`src/rtl/obi_mem_arbiter.sv`:
```
// Two-requester (fetch I / load-store D) arbiter onto a single OBI-style memory port.
// Optional macro ARB_ROUND_ROBIN_EN: alternate winners on contention instead of fixed D priority.
module obi_mem_arbiter #(
  parameter int unsigned ADDR_W = 32,
  parameter int unsigned DATA_W = 32
) (
  input  logic              clk,
  input  logic              rst,
  input  logic              i_req,
  input  logic [ADDR_W-1:0] i_addr,
  output logic              i_gnt,
  output logic              i_rvalid,
  output logic [DATA_W-1:0] i_rdata,
  input  logic              d_req,
  input  logic [ADDR_W-1:0] d_addr,
  input  logic              d_web,
  input  logic [DATA_W-1:0] d_wdata,
  output logic              d_gnt,
  output logic              d_rvalid,
  output logic [DATA_W-1:0] d_rdata,
  output logic              mem_req,
  output logic [ADDR_W-1:0] mem_addr,
  output logic              mem_web,
  output logic [DATA_W-1:0] mem_wdata,
  input  logic              mem_gnt,
  input  logic              mem_rvalid,
  input  logic [DATA_W-1:0] mem_rdata,
  output logic              busy
);

  typedef enum logic [1:0] {
    S_IDLE = 2'd0,
    S_ADDR = 2'd1,
    S_RESP = 2'd2
  } state_t;

  localparam logic OWN_D = 1'b1;
  localparam logic OWN_I = 1'b0;

  state_t state_q, state_d;
  logic   owner_q, owner_d;
  logic   win;
  logic   sel;
  logic   issue;
  logic   resp;

`ifdef ARB_ROUND_ROBIN_EN
  logic last_q, last_d;

  // Contention goes to whoever was not granted last; last starts at I so D wins first.
  always_comb begin
    win = d_req ? OWN_D : OWN_I;
    if (i_req && d_req) win = ~last_q;
  end

  always_ff @(posedge clk or negedge rst) begin
    if (!rst) last_q <= OWN_I;
    else      last_q <= last_d;
  end
`else
  // Fixed priority: D always beats I; I may starve.
  always_comb begin
    win = d_req ? OWN_D : OWN_I;
  end
`endif

  always_ff @(posedge clk or negedge rst) begin
    if (!rst) begin
      state_q <= S_IDLE;
      owner_q <= OWN_D;
    end else begin
      state_q <= state_d;
      owner_q <= owner_d;
    end
  end

  always_comb begin
    state_d   = state_q;
    owner_d   = owner_q;
    sel       = owner_q;
    issue     = 1'b0;
    resp      = 1'b0;
    mem_req   = 1'b0;
    mem_addr  = '0;
    mem_web   = 1'b1;
    mem_wdata = '0;
    i_gnt     = 1'b0;
    d_gnt     = 1'b0;
    i_rvalid  = 1'b0;
    d_rvalid  = 1'b0;
    i_rdata   = '0;
    d_rdata   = '0;
    busy      = (state_q != S_IDLE);
`ifdef ARB_ROUND_ROBIN_EN
    last_d    = last_q;
`endif

    unique case (state_q)
      S_IDLE: begin
        if (i_req || d_req) begin
          sel     = win;
          owner_d = win;
          issue   = 1'b1;
          state_d = mem_gnt ? S_RESP : S_ADDR;
        end
      end
      S_ADDR: begin
        issue = 1'b1;
        if (mem_gnt) state_d = S_RESP;
      end
      S_RESP: begin
        // A response is only ever accepted here; stray rvalid elsewhere is dropped.
        if (mem_rvalid) begin
          resp    = 1'b1;
          state_d = S_IDLE;
        end
      end
      default: state_d = S_IDLE;
    endcase

    if (issue) begin
      mem_req = 1'b1;
      if (sel == OWN_D) begin
        mem_addr  = d_addr;
        mem_web   = d_web;
        mem_wdata = d_wdata;
      end else begin
        mem_addr  = i_addr;
        mem_web   = 1'b1;
        mem_wdata = '0;
      end
    end

    d_gnt = mem_gnt & mem_req & (sel == OWN_D);
    i_gnt = mem_gnt & mem_req & (sel == OWN_I);
`ifdef ARB_ROUND_ROBIN_EN
    if (mem_gnt && mem_req) last_d = sel;
`endif

    if (resp) begin
      if (owner_q == OWN_D) begin
        d_rvalid = 1'b1;
        d_rdata  = mem_rdata;
      end else begin
        i_rvalid = 1'b1;
        i_rdata  = mem_rdata;
      end
    end

    // Reset holds every output at its idle value regardless of pending requests.
    if (!rst) begin
      mem_req   = 1'b0;
      mem_addr  = '0;
      mem_web   = 1'b1;
      mem_wdata = '0;
      i_gnt     = 1'b0;
      d_gnt     = 1'b0;
      i_rvalid  = 1'b0;
      d_rvalid  = 1'b0;
      i_rdata   = '0;
      d_rdata   = '0;
      busy      = 1'b0;
    end
  end

endmodule

```
`config.mk`:
```
export PLATFORM = sky130hd
export DESIGN_NAME = obi_mem_arbiter
export DESIGN_NICKNAME = d
export VERILOG_FILES = /design/src/rtl/obi_mem_arbiter.sv
export SDC_FILE = /design/constraint.sdc
export NUM_CORES = 1
export LEC_CHECK = 0
export ABC_CLOCK_PERIOD_IN_PS = 1800
export BUFFER_PORTS_ARGS = -buffer_cell sky130_fd_sc_hd__buf_2
export CAP_MARGIN = 20
export CORE_AREA = 10 10 96 98
export DETAILED_ROUTE_END_ITERATION = 8
export DIE_AREA = 0 0 106 108
export PLACE_DENSITY = 0.74
export RECOVER_POWER = 50
export SLEW_MARGIN = 20
export SYNTH_ARGS = -nofsm -noshare
export SYNTH_HDL_FRONTEND = slang
export SYNTH_SLANG_ARGS = --single-unit
```
`constraint.sdc`:
```
create_clock -name clk -period 1.8 [get_ports clk]
set_clock_uncertainty 0.2 [all_clocks]
set_input_delay 0.36 -clock clk [delete_from_list [all_inputs] [get_ports clk]]
set_output_delay 0.36 -clock clk [all_outputs]
set_load 0.02 [all_outputs]
```
# Word level (Yosys, flattened, before mapping)
# Cells that the tools add are included.
dict set report word_totals {
  register_bits 3
  output_inout_bits 135
}
dict set report classes {
  eq_ne 5
  muxes 38
  bitwise_logic 4
  n_reduce_logical 4
}
# cell n
set ops {}
lappend ops {{$mux W32} 12}
lappend ops {{$mux W1} 20}
lappend ops {{$mux W2} 4}
lappend ops {{$ne A2 B2 Y1 const B} 3}
lappend ops {{$pmux W2 S3} 1}
lappend ops {{$and A1 B1 Y1} 3}
lappend ops {{$reduce_and A3 Y1} 1}
lappend ops {{$eq A2 B1 Y1 const B} 1}
lappend ops {{$eq A2 B2 Y1 const B} 1}
lappend ops {{$logic_not A2 Y1} 1}
lappend ops {{$pmux W1 S2} 1}
lappend ops {{$reduce_bool A2 Y1} 1}
lappend ops {{$logic_or A1 B1 Y1} 1}
lappend ops {{$not A1 Y1} 1}

# Longest topological paths before layout
# Gate-level depths: netlist of run 1.
dict set report depth {
  depth_word 7
  ltp_mapped 5
  mapped_depth_nobuf 4
}

# Least setup slack after synthesis of run 1
# No wires, ideal clock.
dict set report synth_path {
  path_kind {register to output}
  from {register owner_q}
  to {output port d_rdata[22]}
  arrival_time_ns 1.603
  t_required_ns 1.240
  path_slack_ns -0.363
  stages_incl_launch_ff 6
  cell_sequence {dfstp_2 buf_2 inv_1 nor2_1 clkbuf_1 and2_1}
}
dict set report synth_via {
  elab_chain_len 3
}
# item line_no
set synth_rtl {}
lappend synth_rtl {{start: declaration} 41} ;# logic owner_q, owner_d;
lappend synth_rtl {{start signal: assignment} 73} ;# owner_q <= owner_d;
lappend synth_rtl {{$mux W32} 141} ;# if (owner_q == OWN_D) begin
lappend synth_rtl {{$mux W32} 140} ;# if (resp) begin
lappend synth_rtl {{$mux W32} 151} ;# if (!rst) begin
lappend synth_rtl {{end: declaration} 20} ;# output logic [DATA_W-1:0] d_rdata,
# No other way between the ends.

# Final worst setup path of run 1
dict set report layout_path {
  from {register state_q[1]}
  to {output port mem_addr[30]}
}
dict set report layout_via {
  elab_chain_len 5
  word_cells_on_any_way 7
  classes_between {eq/ne: 1; mux: 5; reduce/logical: 1}
}
# item line_no
set layout_rtl {}
lappend layout_rtl {{start: declaration} 40} ;# state_t state_q, state_d;
lappend layout_rtl {{start signal: assignment} 72} ;# state_q <= state_d;
lappend layout_rtl {{$logic_not A2 Y1} 98} ;# unique case (state_q)
lappend layout_rtl {{$mux W1} 98}
lappend layout_rtl {{$mux W32} 123} ;# if (sel == OWN_D) begin
lappend layout_rtl {{$mux W32 (*)} 121} ;# if (issue) begin
lappend layout_rtl {{$mux W32 (*)} 151}
lappend layout_rtl {{end: declaration} 22} ;# output logic [ADDR_W-1:0] mem_addr,
# Every way passes the cells marked *; elsewhere a longest branch is shown, timed or not.

==> results of run 1 <==
[per-layer routing]
layer	track usage	vias up	wire (microns)
li1	-	1637	-
met1	0.234	1640	5260
met2	0.447	178	7950
met3	0.0839	31	1310
met4	0.0870	2	493
met5	0	-	13
[synthesized netlist by cell type]
library cell,n,area (sq um)
a21oi_1,26,130
a21oi_2,6,52.6
and2_1,97,607
and3_1,1,6.26
and4_1,1,8.76
buf_1,2,7.51
buf_2,9,45.0
buf_6,2,22.5
clkbuf_1,20,75.1
dfrtp_1,2,50.1
dfstp_2,1,26.3
inv_1,35,131
mux2_2,1,11.3
nand2_1,33,124
nand2b_1,2,12.5
nand3_1,2,10.0
nand4b_1,1,8.76
nor2_1,2,7.51
nor3b_1,2,15.0
o211ai_1,32,240
o21a_1,1,7.51
o22a_1,32,280
o31ai_1,1,7.51
or3_1,1,6.26
or3b_4,1,11.3
[sequential cells by signal (all words and copies together), names as in the netlist]
register and count:
state_q 2, owner_q 1
[final timing paths]
kind,to,start,slack (ns)
setup / recovery,mem_addr[30],state_q[1],-0.57
hold / removal,owner_q,rst,0.17
setup reg to reg,state_q[1],state_q[0],0.11
hold reg to reg,state_q[0],state_q[1],0.43
max in group asynchronous,state_q[1],rst,0.64
min in group clk,state_q[0],mem_gnt,0.20
[cell type report]
cell class | count | area, sq um
clock buffers | 4 | 45.0
fillers | 565 | 2220
inverters | 35 | 131
multi-input cells | 243 | 2160
flip-flops and latches | 3 | 78.8
well taps | 102 | 128
repair buffers | 317 | 2680
[where the power goes]
group	switching [mW]	leakage, nW	internal, mW
combinational	1.26	2.54	1.16
clock	0.0435	0.0228	0.151
sequential	0.0273	0.0332	0.0882
total	1.33	2.60	1.40
[cells by family after synthesis]
logic type,synth area share
compound gates,0.377
buf+inv,0.148
flops,0.0401
mux,0.00591
simple gates,0.429
[metrics by stage]
stage          hold slack, ns  total power, mW   util
6_report                0.169             2.73  0.701
5_1_grt                 0.189             2.88  0.701
4_1_cts                0.0237             2.70  0.700
3_5_place_dp           0.0792             2.07  0.539
3_3_place_gp           0.0738             2.03  0.539
2_1_floorplan          -0.136             1.44      -
[repair_timing]
item,in CTS,in global routing
gates cloned,7,0
setup endpoints to repair,134,134
buffers inserted,14,4
gates resized for setup,280,42
hold endpoints to repair,2,0
hold buffers,1,0
pin swaps,5,26
==> metrics.md, run 1 <==
| Metric | Value |
|---|---|
| Number of global-route vias before repair | 3,742 |
| Worst-Skew Late Latency | 0.21 ns |
| Worst-Margin Slew | 0.349 ns |
| Count of cell types in the netlist | 25 |
| RSZ-0062 raised after global routing | true |
| Syn Inst Count | 313 |
| H-tree levels | 1 |
| Flops & latches, synth | 3 |
| Area of the mapped netlist | 1900 sq um |
| CTS clk-pin slew, worst paths | 0.03 ns |
| Failing checks | negative setup slack |
| Crit path cell chain | or3b_4 -> buf_12 -> o22a_1 -> a21oi_4 -> buf_6 |
| TNS Setup | -66.15 ns |
| Peak VDD IR | 340 uV |
| Die Wd | 106 microns |
| Post-route DRC | 0 |
| Dpl cells | 678 |
| Delay-heaviest family, CP | simple AND/OR/NAND/NOR gates |
| I/O Buffers | 269 |
| Status | finished with violations |
| DRT Pass-1 Iters | 4 |
| Syn. warnings | 0 |
| Mapped Avg Cell Area | 6.08 sq um |
| Period utilisation layout | 1.31 |
| CP bufs+invs | 2 |
| Worst setup margin | -0.566 ns |
| Clock Sinks | 3 |
| I/O pins | 270 |
| Detailed Route WL | 15,000 microns |
| Min Tclk post-route | 2.37 ns |
| CTS tree | built |
| WP depth | 5 |
| Final Non-Filler Cells | 704 |
| Core ar. | 7450 sq um |
| Share of layout cells above drive strength 1 | 0.754 |
| Fin. max-slew vios | 0 |
| Static leakage | 2.60 nW |
| Power Dens Cells | 522 nW/um^2 |
| Drt via density | 4.95 |
| Post-DR wirelength/cell | 21.3 microns |
| Worst slew margin | 0.766 |
| Clock buffer depth | 2 |
| Highest Clock Rate | 0.423 GHz |
| Global Route Usage Sum | 0.237 |
| DP Wirelength | 10,500 microns |
| Cell row count | 32 |
| Post-synth net total | 448 |
| Antenna Cells | 0 |
| Worst-path fanout max | 34 |
| DRT iter0 DRCs | 119 |
| Setup Crit Path Kind | register to primary output |
| Gr ovfl total | 0 |
| WP data arrival | 1.81 ns |
| Worst R2R Path Depth | 6 |
| GPL Wtd Cong | 0.892 |
| Die height | 108 microns |
| Maximum number of pins on one net before global-route repair | 35 |
| Die area | 11,400 sq um |
| Cell Area, Placed | 4020 sq um |
| Hold WC Path Type | input pin to async pin |
| Starting Density | 0.256 |
| Required time worst endpoint | 1.24 ns |
| Final Setup Violations | 134 |
| Max_cap viols | 0 |
| Layout Area Growth over Synthesis | 174% |
| Final #Nets | 738 |
| Slowest Stage Delay on Critical Path | 0.45 ns |
| Vias | 3,488 |
| Num CTS Buffers | 3 |
| Fin. Hold Viols | 0 |
| CP Capture Type | primary output |
| Commonest non-fill, non-tap cells in the layout | 136 x buf_2, 124 x buf_6, 77 x and2_4 |
| Startpoint types | register |
| ANT nets after route | 0 |
| First-pass GRT wire length | 21,600 microns |
| Critical-path top delay cell | or3b_4 |
| Cell area after layout | 5220 sq um |
| Initial antenna violation count | 1 |
| CTS root buf | clkbuf_8 |
| Most common cell after layout, fill and taps aside | buf_2 |
| Register area share after synthesis | 0.0401 |
| Dpl ws | -0.641 ns |
Power figures use the tool's default switching activity.
==> run 2, diff against run 1 <==
Settings changed: TNS_END_PERCENT from default to 30.
==> run 2 against run 1 <==
  * The flow still finishes with violations (negative setup slack)
  * Critical path depth increased by 2
  * Fmax increased by 0.10%
  * Clock power increased by 3%
  * Count of clock-buffer cells in the layout unchanged
  * Sequential power decreased by 12%
  * Hold slack got worse by 0.0034 ns
  * Global-route usage decreased by 2.9 points
  * Total power decreased by 4.0%
  * Sequential share of layout area about the same
  * Sequential cell count unchanged
  * Combinational power decreased by 4%
  * First-iteration DRC count decreased by 2.5%
  * Critical endpoint is now mem_addr[24]
  * Largest power group unchanged
==> metrics.md, run 2 (same netlist as run 1, synthesis figures left out) <==
| Metric | Value |
|---|---|
| DP Wirelength | 9920 microns |
| Cell area after layout | 4950 sq um |
| Largest register FFs | 2 |
| Core ar. | 7450 sq um |
| Largest Register | state_q |
| Status | finished with violations |
| WP data arrival | 1.80 ns |
| Peak VDD IR | 286 uV |
| I/O Buffers | 269 |
| Setup Crit Path Kind | register to primary output |
| Fin util | 0.664 |
| Final Setup Violations | 134 |
| Worst-path fanout max | 13 |
| Most common cell after layout, fill and taps aside | buf_2 |
| Worst setup margin | -0.563 ns |
| Total Power | 2.62 mW |
| Max_cap viols | 0 |
| ANT nets after route | 0 |
| Multi-input gate area | 1970 sq um |
| Fin. max-slew vios | 0 |
| RSZ-0062 raised after global routing | true |
| Num CTS Buffers | 3 |
| H-tree levels | 1 |
| Initial antenna violation count | 0 |
| Drt via density | 4.84 |
| Global Route Usage Sum | 0.207 |
| Post-route DRC | 0 |
| Die height | 108 microns |
| Largest regs | state_q x2, owner_q x1 |
| Clock buffer depth | 2 |
| Fin. Hold Viols | 0 |
| Layout Area Growth over Synthesis | 160% |
| Static leakage | 2.47 nW |
| DRT Pass-1 Iters | 4 |
| Period utilisation layout | 1.31 |
| Die area | 11,400 sq um |
| Startpoint types | register |
| Number of global-route vias before repair | 3,487 |
| Register Area | 76.3 sq um |
| Min Tclk post-route | 2.36 ns |
| Clock Sinks | 3 |
| CP Capture Type | primary output |
| Commonest non-fill, non-tap cells in the layout | 146 x buf_2, 121 x buf_6, 72 x and2_1 |
| Share of layout cells above drive strength 1 | 0.631 |
| Die Wd | 106 microns |
| First-pass GRT wire length | 19,100 microns |
| R2R setup slack | 0.26 ns |
| Highest Clock Rate | 0.423 GHz |
| Power Dens Cells | 529 nW/um^2 |
| Final #Nets | 727 |
| Fill cells | 615 |
| CTS tree | built |
| I/O pins | 270 |
| Starting Density | 0.256 |
| Required time worst endpoint | 1.24 ns |
| Worst-Margin Slew | 0.312 ns |
| Worst slew margin | 0.791 |
| Maximum number of pins on one net before global-route repair | 37 |
| Cell row count | 32 |
| Hold WC Path Type | input pin to register |
| CTS clk-pin slew, worst paths | 0.03 ns |
| Detailed Route WL | 13,800 microns |
| GPL Wtd Cong | 0.805 |
| CTS root buf | clkbuf_8 |
| Antenna Cells | 0 |
| Gr ovfl total | 0 |
| Cell Area, Placed | 3910 sq um |
| Worst-Skew Late Latency | 0.22 ns |
| Vias | 3,355 |
| Failing checks | negative setup slack |
| Post-DR wirelength/cell | 20.0 microns |
| DRT iter0 DRCs | 116 |
[run 2: cell count changes in the layout (fill, tap and decap cells not counted), moves of 2 or more]
cell	change
and2_2	-4
clkbuf_16	+4
and2_1	+64
nor2_4	-3
buf_4	-20
dfrtp_2	-2
buf_2	+10
and2_4	-60
buf_6	-3
nor2_2	+2
dfrtp_1	+2
[run 2: layout make-up]
cell class,count,share of cell area
clock buffer,4,0.00911
inverter,35,0.0266
multi-input combinational,242,0.398
sequential,3,0.0154
tap,102,0.0258
timing repair buffer,307,0.525
[run 2: repair_timing]
action / in CTS / in global routing
endpoints found under the hold margin: 2 / 0
pin swaps: 7 / 45
setup buffers: 1 / 2
resized for setup: 227 / 46
hold buffers: 1 / 0
gates cloned: 1 / 5
setup endpoints to repair: 134 / 135
[run 2: report_power, final]
| group | switching, mW | internal (mW) | leakage [nW] |
|---|---|---|---|
| Sequential | 0.0152 | 0.0868 | 0.0357 |
| Clock | 0.0490 | 0.151 | 0.0228 |
| Combinational | 1.23 | 1.09 | 2.41 |
| Total | 1.29 | 1.33 | 2.47 |
[run 2: per-stage QoR]
stage | worst slack, ns | TNS, ns | instances | hold WS (ns)
2_1_floorplan | -0.240 | -20.82 | 313 | -0.136
3_3_place_gp | -0.362 | -29.79 | 680 | 0.177
3_5_place_dp | -0.389 | -31.66 | 680 | 0.186
4_1_cts | -0.552 | -59.53 | 687 | 0.114
5_1_grt | -0.634 | -77.13 | 693 | 0.182
6_report | -0.563 | -67.06 | 693 | 0.165
[run 2: critical path, cell delays in order, from the launching register on]
cell      delay, ns
dfrtp_1        0.38
buf_4          0.15
nor3b_4        0.30
buf_6          0.19
buf_12         0.14
o211ai_1       0.15
a21oi_4        0.15
buf_6          0.13
[run 2: metal layers]
metal | global-route usage | routed length [microns] | vias to the layer above
met5 | 0 | 0 | -
met3 | 0.0791 | 1280 | 19
met2 | 0.396 | 7620 | 161
li1 | - | - | 1615
met4 | 0.0658 | 359 | 0
met1 | 0.202 | 4580 | 1560
[run 2: final timing paths]
kind,endpoint,start,cells after the start
worst max-delay path,mem_addr[24],state_q[0],7
worst min-delay path,state_q[0],mem_gnt,2
worst max register to register,owner_q,state_q[0],6
worst min register to register,state_q[0],state_q[1],3
max in group asynchronous,state_q[1],rst,4
min in group asynchronous,owner_q,rst,3
